`config.mk`:
```
export PLATFORM = sky130hd
export DESIGN_NAME = fec_frame_encoder
export DESIGN_NICKNAME = d
export VERILOG_FILES = /design/src/rtl/fec_pkg.sv /design/src/rtl/fec_parity_acc.sv /design/src/rtl/fec_frame_encoder.sv
export SDC_FILE = /design/constraint.sdc
export NUM_CORES = 1
export LEC_CHECK = 0
export CORE_MARGIN = 4
export CORE_UTILIZATION = 30
export CTS_BUF_LIST = sky130_fd_sc_hd__clkbuf_8
export DETAILED_ROUTE_END_ITERATION = 6
export GPL_ROUTABILITY_DRIVEN = 0
export PLACE_DENSITY_LB_ADDON = 0.1
export SLEW_MARGIN = 0
export SYNTH_ARGS = -nofsm -noshare
export SYNTH_HDL_FRONTEND = slang
export SYNTH_SLANG_ARGS = --single-unit
```
`constraint.sdc`:
```
create_clock -name clk -period 2.44 [get_ports clk]
set_input_delay 0.61 -clock clk [delete_from_list [all_inputs] [get_ports clk]]
set_output_delay 0.61 -clock clk [all_outputs]
set_load 0.01 [all_outputs]
```
`src/rtl/fec_pkg.sv`:
```
// Shared definitions for the 2D-parity FEC path (encoder and decoder).
package fec_pkg;

  // Default frame geometry: WIDTH columns by DEPTH rows.
  localparam int FEC_WIDTH = 4;
  localparam int FEC_DEPTH = 4;
  localparam int FEC_CNT_W = 8;

  // One frame as it crosses from encoder to decoder.
  typedef struct packed {
    logic [FEC_DEPTH-1:0][FEC_WIDTH-1:0] data;
    logic [FEC_DEPTH-1:0]                row_parity;
    logic [FEC_WIDTH-1:0]                col_parity;
  } fec_frame_t;

endpackage : fec_pkg

```
`src/rtl/fec_parity_acc.sv`:
```
// Row accumulator for the FEC encoder: stores DEPTH rows, keeps per-row
// parity and a running column parity, and flags when the frame is complete.
module fec_parity_acc
  import fec_pkg::*;
#(
  parameter int WIDTH = FEC_WIDTH,
  parameter int DEPTH = FEC_DEPTH
) (
  input  logic                        clk,
  input  logic                        rst_n,
  input  logic                        i_accept,
  input  logic [WIDTH-1:0]            i_row,
  input  logic                        i_clear,
  output logic [DEPTH-1:0][WIDTH-1:0] o_rows,
  output logic [DEPTH-1:0]            o_row_par,
  output logic [WIDTH-1:0]            o_col_par,
  output logic                        o_full
);

  localparam int               IDX_W    = (DEPTH > 1) ? $clog2(DEPTH) : 1;
  localparam logic [IDX_W-1:0] LAST_IDX = IDX_W'(DEPTH - 1);

  logic [IDX_W-1:0]            r_cnt;
  logic                        r_full;
  logic [DEPTH-1:0][WIDTH-1:0] r_rows;
  logic [DEPTH-1:0]            r_row_par;
  logic [WIDTH-1:0]            r_col_par;

  logic                        w_last;
  logic [WIDTH-1:0]            w_col_next;

  assign w_last = (r_cnt == LAST_IDX);

  // A handed-off frame restarts column parity from zero; an accepted row
  // folds in on top of that, so both can share one edge safely.
  assign w_col_next = (i_clear ? '0 : r_col_par) ^ (i_accept ? i_row : '0);

  // Row counter and frame-complete flag; completing a frame wins over clear.
  always_ff @(posedge clk or negedge rst_n) begin
    if (!rst_n) begin
      r_cnt  <= '0;
      r_full <= 1'b0;
    end else begin
      if (i_accept) begin
        r_cnt <= w_last ? '0 : r_cnt + IDX_W'(1);
      end
      if (i_accept && w_last) begin
        r_full <= 1'b1;
      end else if (i_clear) begin
        r_full <= 1'b0;
      end
    end
  end

  // Row storage and per-row parity captured as each row is accepted.
  always_ff @(posedge clk or negedge rst_n) begin
    if (!rst_n) begin
      r_rows    <= '0;
      r_row_par <= '0;
    end else if (i_accept) begin
      r_rows[r_cnt]    <= i_row;
      r_row_par[r_cnt] <= ^i_row;
    end
  end

  // Running column parity over the rows of the frame being filled.
  always_ff @(posedge clk or negedge rst_n) begin
    if (!rst_n) begin
      r_col_par <= '0;
    end else begin
      r_col_par <= w_col_next;
    end
  end

  assign o_rows    = r_rows;
  assign o_row_par = r_row_par;
  assign o_col_par = r_col_par;
  assign o_full    = r_full;

endmodule : fec_parity_acc

```
`src/rtl/fec_frame_encoder.sv`:
```
// 2D-parity FEC frame encoder: packs DEPTH rows into a frame, computes even
// row/column parity, and hands the frame to the decoder through a held
// output register with a start strobe. The accumulator refills while the
// previous frame is held. A test-only injector flips one data bit on handoff.
module fec_frame_encoder
  import fec_pkg::*;
#(
  parameter int WIDTH = FEC_WIDTH,
  parameter int DEPTH = FEC_DEPTH,
  parameter int CNT_W = FEC_CNT_W
) (
  input  logic                        clk,
  input  logic                        rst_n,
  input  logic                        in_valid,
  output logic                        in_ready,
  input  logic [WIDTH-1:0]            row_in,
  input  logic                        inj_en,
  input  logic [$clog2(DEPTH)-1:0]    inj_row,
  input  logic [$clog2(WIDTH)-1:0]    inj_col,
  output logic [DEPTH-1:0][WIDTH-1:0] data_out,
  output logic [DEPTH-1:0]            row_parity,
  output logic [WIDTH-1:0]            col_parity,
  output logic                        frame_valid,
  output logic                        frame_start,
  input  logic                        frame_ack,
  output logic [CNT_W-1:0]            frame_cnt
);

  logic                        w_acc_full;
  logic [DEPTH-1:0][WIDTH-1:0] w_acc_rows;
  logic [DEPTH-1:0]            w_acc_row_par;
  logic [WIDTH-1:0]            w_acc_col_par;
  logic                        w_accept;
  logic                        w_transfer;
  logic [DEPTH-1:0][WIDTH-1:0] w_inj_mask;

  logic [DEPTH-1:0][WIDTH-1:0] r_data_out;
  logic [DEPTH-1:0]            r_row_parity;
  logic [WIDTH-1:0]            r_col_parity;
  logic                        r_frame_valid;
  logic                        r_frame_start;
  logic [CNT_W-1:0]            r_frame_cnt;

  // Ready depends only on registered accumulator state, never on the ack.
  assign in_ready   = !w_acc_full;
  assign w_accept   = in_valid && !w_acc_full;
  assign w_transfer = w_acc_full && (!r_frame_valid || frame_ack);

  fec_parity_acc #(
    .WIDTH (WIDTH),
    .DEPTH (DEPTH)
  ) u_acc (
    .clk       (clk),
    .rst_n     (rst_n),
    .i_accept  (w_accept),
    .i_row     (row_in),
    .i_clear   (w_transfer),
    .o_rows    (w_acc_rows),
    .o_row_par (w_acc_row_par),
    .o_col_par (w_acc_col_par),
    .o_full    (w_acc_full)
  );

  // Single-bit flip mask for the injector; parity is deliberately left
  // computed from the clean data so the decoder sees a real error.
  always_comb begin
    w_inj_mask = '0;
    if (inj_en) begin
      w_inj_mask[inj_row][inj_col] = 1'b1;
    end
  end

  // Output frame register: load on handoff, otherwise hold data/parity.
  always_ff @(posedge clk or negedge rst_n) begin
    if (!rst_n) begin
      r_data_out   <= '0;
      r_row_parity <= '0;
      r_col_parity <= '0;
    end else if (w_transfer) begin
      r_data_out   <= w_acc_rows ^ w_inj_mask;
      r_row_parity <= w_acc_row_par;
      r_col_parity <= w_acc_col_par;
    end
  end

  // Handshake state: valid/start strobe and the wrapping frame counter.
  always_ff @(posedge clk or negedge rst_n) begin
    if (!rst_n) begin
      r_frame_valid <= 1'b0;
      r_frame_start <= 1'b0;
      r_frame_cnt   <= '0;
    end else begin
      r_frame_start <= 1'b0;
      if (w_transfer) begin
        r_frame_valid <= 1'b1;
        r_frame_start <= 1'b1;
        r_frame_cnt   <= r_frame_cnt + CNT_W'(1);
      end else if (frame_ack && r_frame_valid) begin
        r_frame_valid <= 1'b0;
      end
    end
  end

  assign data_out    = r_data_out;
  assign row_parity  = r_row_parity;
  assign col_parity  = r_col_parity;
  assign frame_valid = r_frame_valid;
  assign frame_start = r_frame_start;
  assign frame_cnt   = r_frame_cnt;

endmodule : fec_frame_encoder

```
==> impl_metrics.ini <==
[cts]
cts_tree = yes
ctsHoldBuffers = 0
cts_buffer_depth = 2
cts_buffers = 9
cts_sinks = 61
root_buffer = clkbuf_8
cts_setup_buffers = 0
cts_resized = 0
clock_latency_ps = 330
htreeDepth = 3
clk_pin_slew_ps = 80

[layout]
area_growth_pct = 29.7
drive_gt1_share_pct = 16.8
final_nets = 304
multi_input_area_mm2 = 0.00111
diodes = 0
regArea_mm2 = 0.00153
fill_cells = 849

[synthesis]
synthTopCellsByArea = dfrtp_1 57%, mux2_2 10%, o21ai_0 4.3%, xnor2_1 4.2%, a31oi_1 3.7%
syn_inst = 233
synth.avg_cell_area_um2 = 11.6
yosysTopAreaCell = dfrtp_1
synth_xor_area_share_pct = 4.55
ys_seq_area_share_pct = 56.6
synth_compound_area_share_pct = 12.1
synth_fa_ha_area_share_pct = 2.32
netlist_area_mm2 = 0.00270
ys_types = 26
synthMuxAreaShare_pct = 10.4
synth-simple-area-share_pct = 11.7
yosys.area.top_type_share_pct = 56.6
ys_ff_latch = 61
synth_top_family_by_area = compound AO/OA/AOI/OAI gates
ys_warn_count = 0
synthesis.nets = 251

[floorplan]
initial_core_util_pct = 30.9
die_h_um = 103
dieWidth_um = 103
die-area_mm2 = 0.0106
design.core.area_mm2 = 0.00872
row_count = 34
pin_count = 48

[power_and_ir_drop]
p_clk_share_pct = 20.2
p_comb_share_pct = 36.9
leakagePower_nw = 1.41
switching_share_pct = 33.3
fin_total_pwr_mw = 4.14
intPower_mw = 2.76
ir_drop_uv = 410
p_sw_mw = 1.38
seq_power_share_pct = 42.9
p_per_area_mw_per_mm2 = 1180

[critical_path]
crit_arrival_ps = 1360
crit_start = u_acc.o_full
cp-end-kind = primary output
reg2reg_depth = 4
cp_slowest_cell = clkdlybuf4s50_1
path_max_fanout = 3
crit_required_ps = 1830
crit_buf_inv = 2
rr_startpoint = u_acc.o_full
critPathLaunchType = register
worstSetupPathType = reg -> out
path_cells = inv_1 -> clkdlybuf4s50_1
slowest_delay_ps = 550
path_delay_family = buffers and inverters
critical_path_cell_count = 2

[sta]
slew_headroom_pct = 60.9
setup_viol = 0
layout_min_cycle_time_ps = 1970
worstMarginPinSlew_ps = 587
finalCritPeriodShare_pct = 80.6
rsz0062_at_grt = false
fmax_ghz = 0.508
fin_skew_ps = 7.08
fin_tns_setup_ps = 0
final_max_slew_viol_count = 0
hold_viol_final = 0

[grt]
grt_max_degree = 40
use_met1_pct = 17.6
grt_usage_pct = 12.8
grt_pass1_wl_um = 10300
grt_pass1_vias = 1939
busiest_layer = met2
overflow = 0
grt_util_met3_pct = 4.67
use_met2_pct = 19.3
antenna_found_initial = 0

[drt]
routed_wl_um = 6350
drtIter0Drc = 62
vias_per_cell = 4.85
antenna_left = 0
drc = 0
vias = 1937
wire_per_inst_um = 15.9
first_pass_iters = 4

[placement]
place_hpwl_um = 4310
port_buffers = 47

[worst_hold_path]
worstHoldPathType = in -> async

[run]
cap_violations = 0

[status]
run_status = completed
==> registers in the layout (all words and copies together) (netlist names) <==
signal           cells
row_parity           4
u_acc.o_rows        16
u_acc.o_col_par      4
frame_start          1
data_out            16
u_acc.o_row_par      4
u_acc.o_full         1
frame_cnt            8
frame_valid          1
u_acc.r_cnt          2
col_parity           4
==> power groups by stage <==
stage	clock network, mW	registers, mW	logic, mW
final	0.837	1.77	1.53
after global routing	0.912	1.84	1.69
after CTS	0.871	1.78	1.56
after detailed placement	0	1.80	1.55
after global placement	0	1.79	1.53
after floorplan	0	1.82	0.755
==> worst reg2reg max path: cells and delay by family (launching register included) <==
| kind | cells | cell delay (ps) |
|---|---|---|
| DFF | 1 | 350 |
| AOI/OAI and AO/OA | 1 | 120 |
| buffers and inverters | 2 | 670 |
| and+or+nand+nor | 1 | 480 |
==> final cells by class <==
type | instances | area share, %
flip-flops and latches | 61 | 43.6
clock buffers | 11 | 4.33
well taps | 108 | 3.86
multi-input cells | 157 | 31.7
inverters | 3 | 0.322
repair buffers | 54 | 15.2
clock inverters | 5 | 1.00
==> Yosys cell counts <==
library cell  count
nor2b_1           1
nand2b_1          3
mux2_2           25
nand4_1           4
buf_1             1
or3b_1            1
nor2_1            1
a31oi_1          16
xnor2_1          13
clkbuf_1          7
and3_1            1
nand3_1           3
and4_1            2
xor2_1            1
or2_1             1
and2_1            3
o21ai_0          23
inv_1             3
buf_2             4
a21boi_0          4
nand2_1          12
a21oi_1          16
nand3b_1          6
dfrtp_1          61
ha_1              5
or3_1            16
==> routing by layer <==
metal | wire length (um) | part of all wire (%) | vias to the layer above
met3 | 383 | 6.0 | 5
met2 | 2810 | 44 | 45
li1 | - | - | 949
met5 | 0 | 0 | -
met1 | 3100 | 49 | 938
met4 | 59 | 0.93 | 0
==> logic make-up after synthesis <==
logic type / Yosys count
compound gates: 59
xor+xnor: 14
fa+ha+maj: 5
buf+inv: 15
flops: 61
mux: 25
simple gates: 54
==> worst paths after layout <==
kind                       slack [ps]            end
hold / removal                    260    frame_start
setup reg to reg                  710    data_out[5]
max in group asynchronous        1550  row_parity[0]
min in group clk                  480   frame_cnt[7]
hold reg to reg                   480   frame_cnt[7]
setup / recovery                  470       in_ready
==> cell usage in the layout (no fill, tap or decap), types with 4 or more instances in the layout <==
cell	synthesis	layout
nand3b_1	6	6
dfrtp_1	61	61
clkdlybuf4s50_1	0	46
xnor2_1	13	13
ha_1	5	5
nand2_1	12	12
or3_1	16	16
clkinvlp_4	0	4
a21oi_1	16	16
a31oi_1	16	16
a21boi_0	4	4
nand4_1	4	4
mux2_2	25	25
buf_4	0	6
o21ai_0	23	23
clkbuf_8	0	11
==> metrics by stage <==
step,utilization (%),hold WS (ps),instance area (um^2),std cells,setup WS (ps)
3_3_place_gp,38.0,463,3310,383,234
5_1_grt,40.1,292,3500,399,388
2_1_floorplan,-,314,2700,233,774
3_5_place_dp,38.0,469,3310,383,205
4_1_cts,40.1,277,3500,399,417
6_report,40.1,263,3500,399,472
Note: power is estimated with default switching activity, not from simulation.
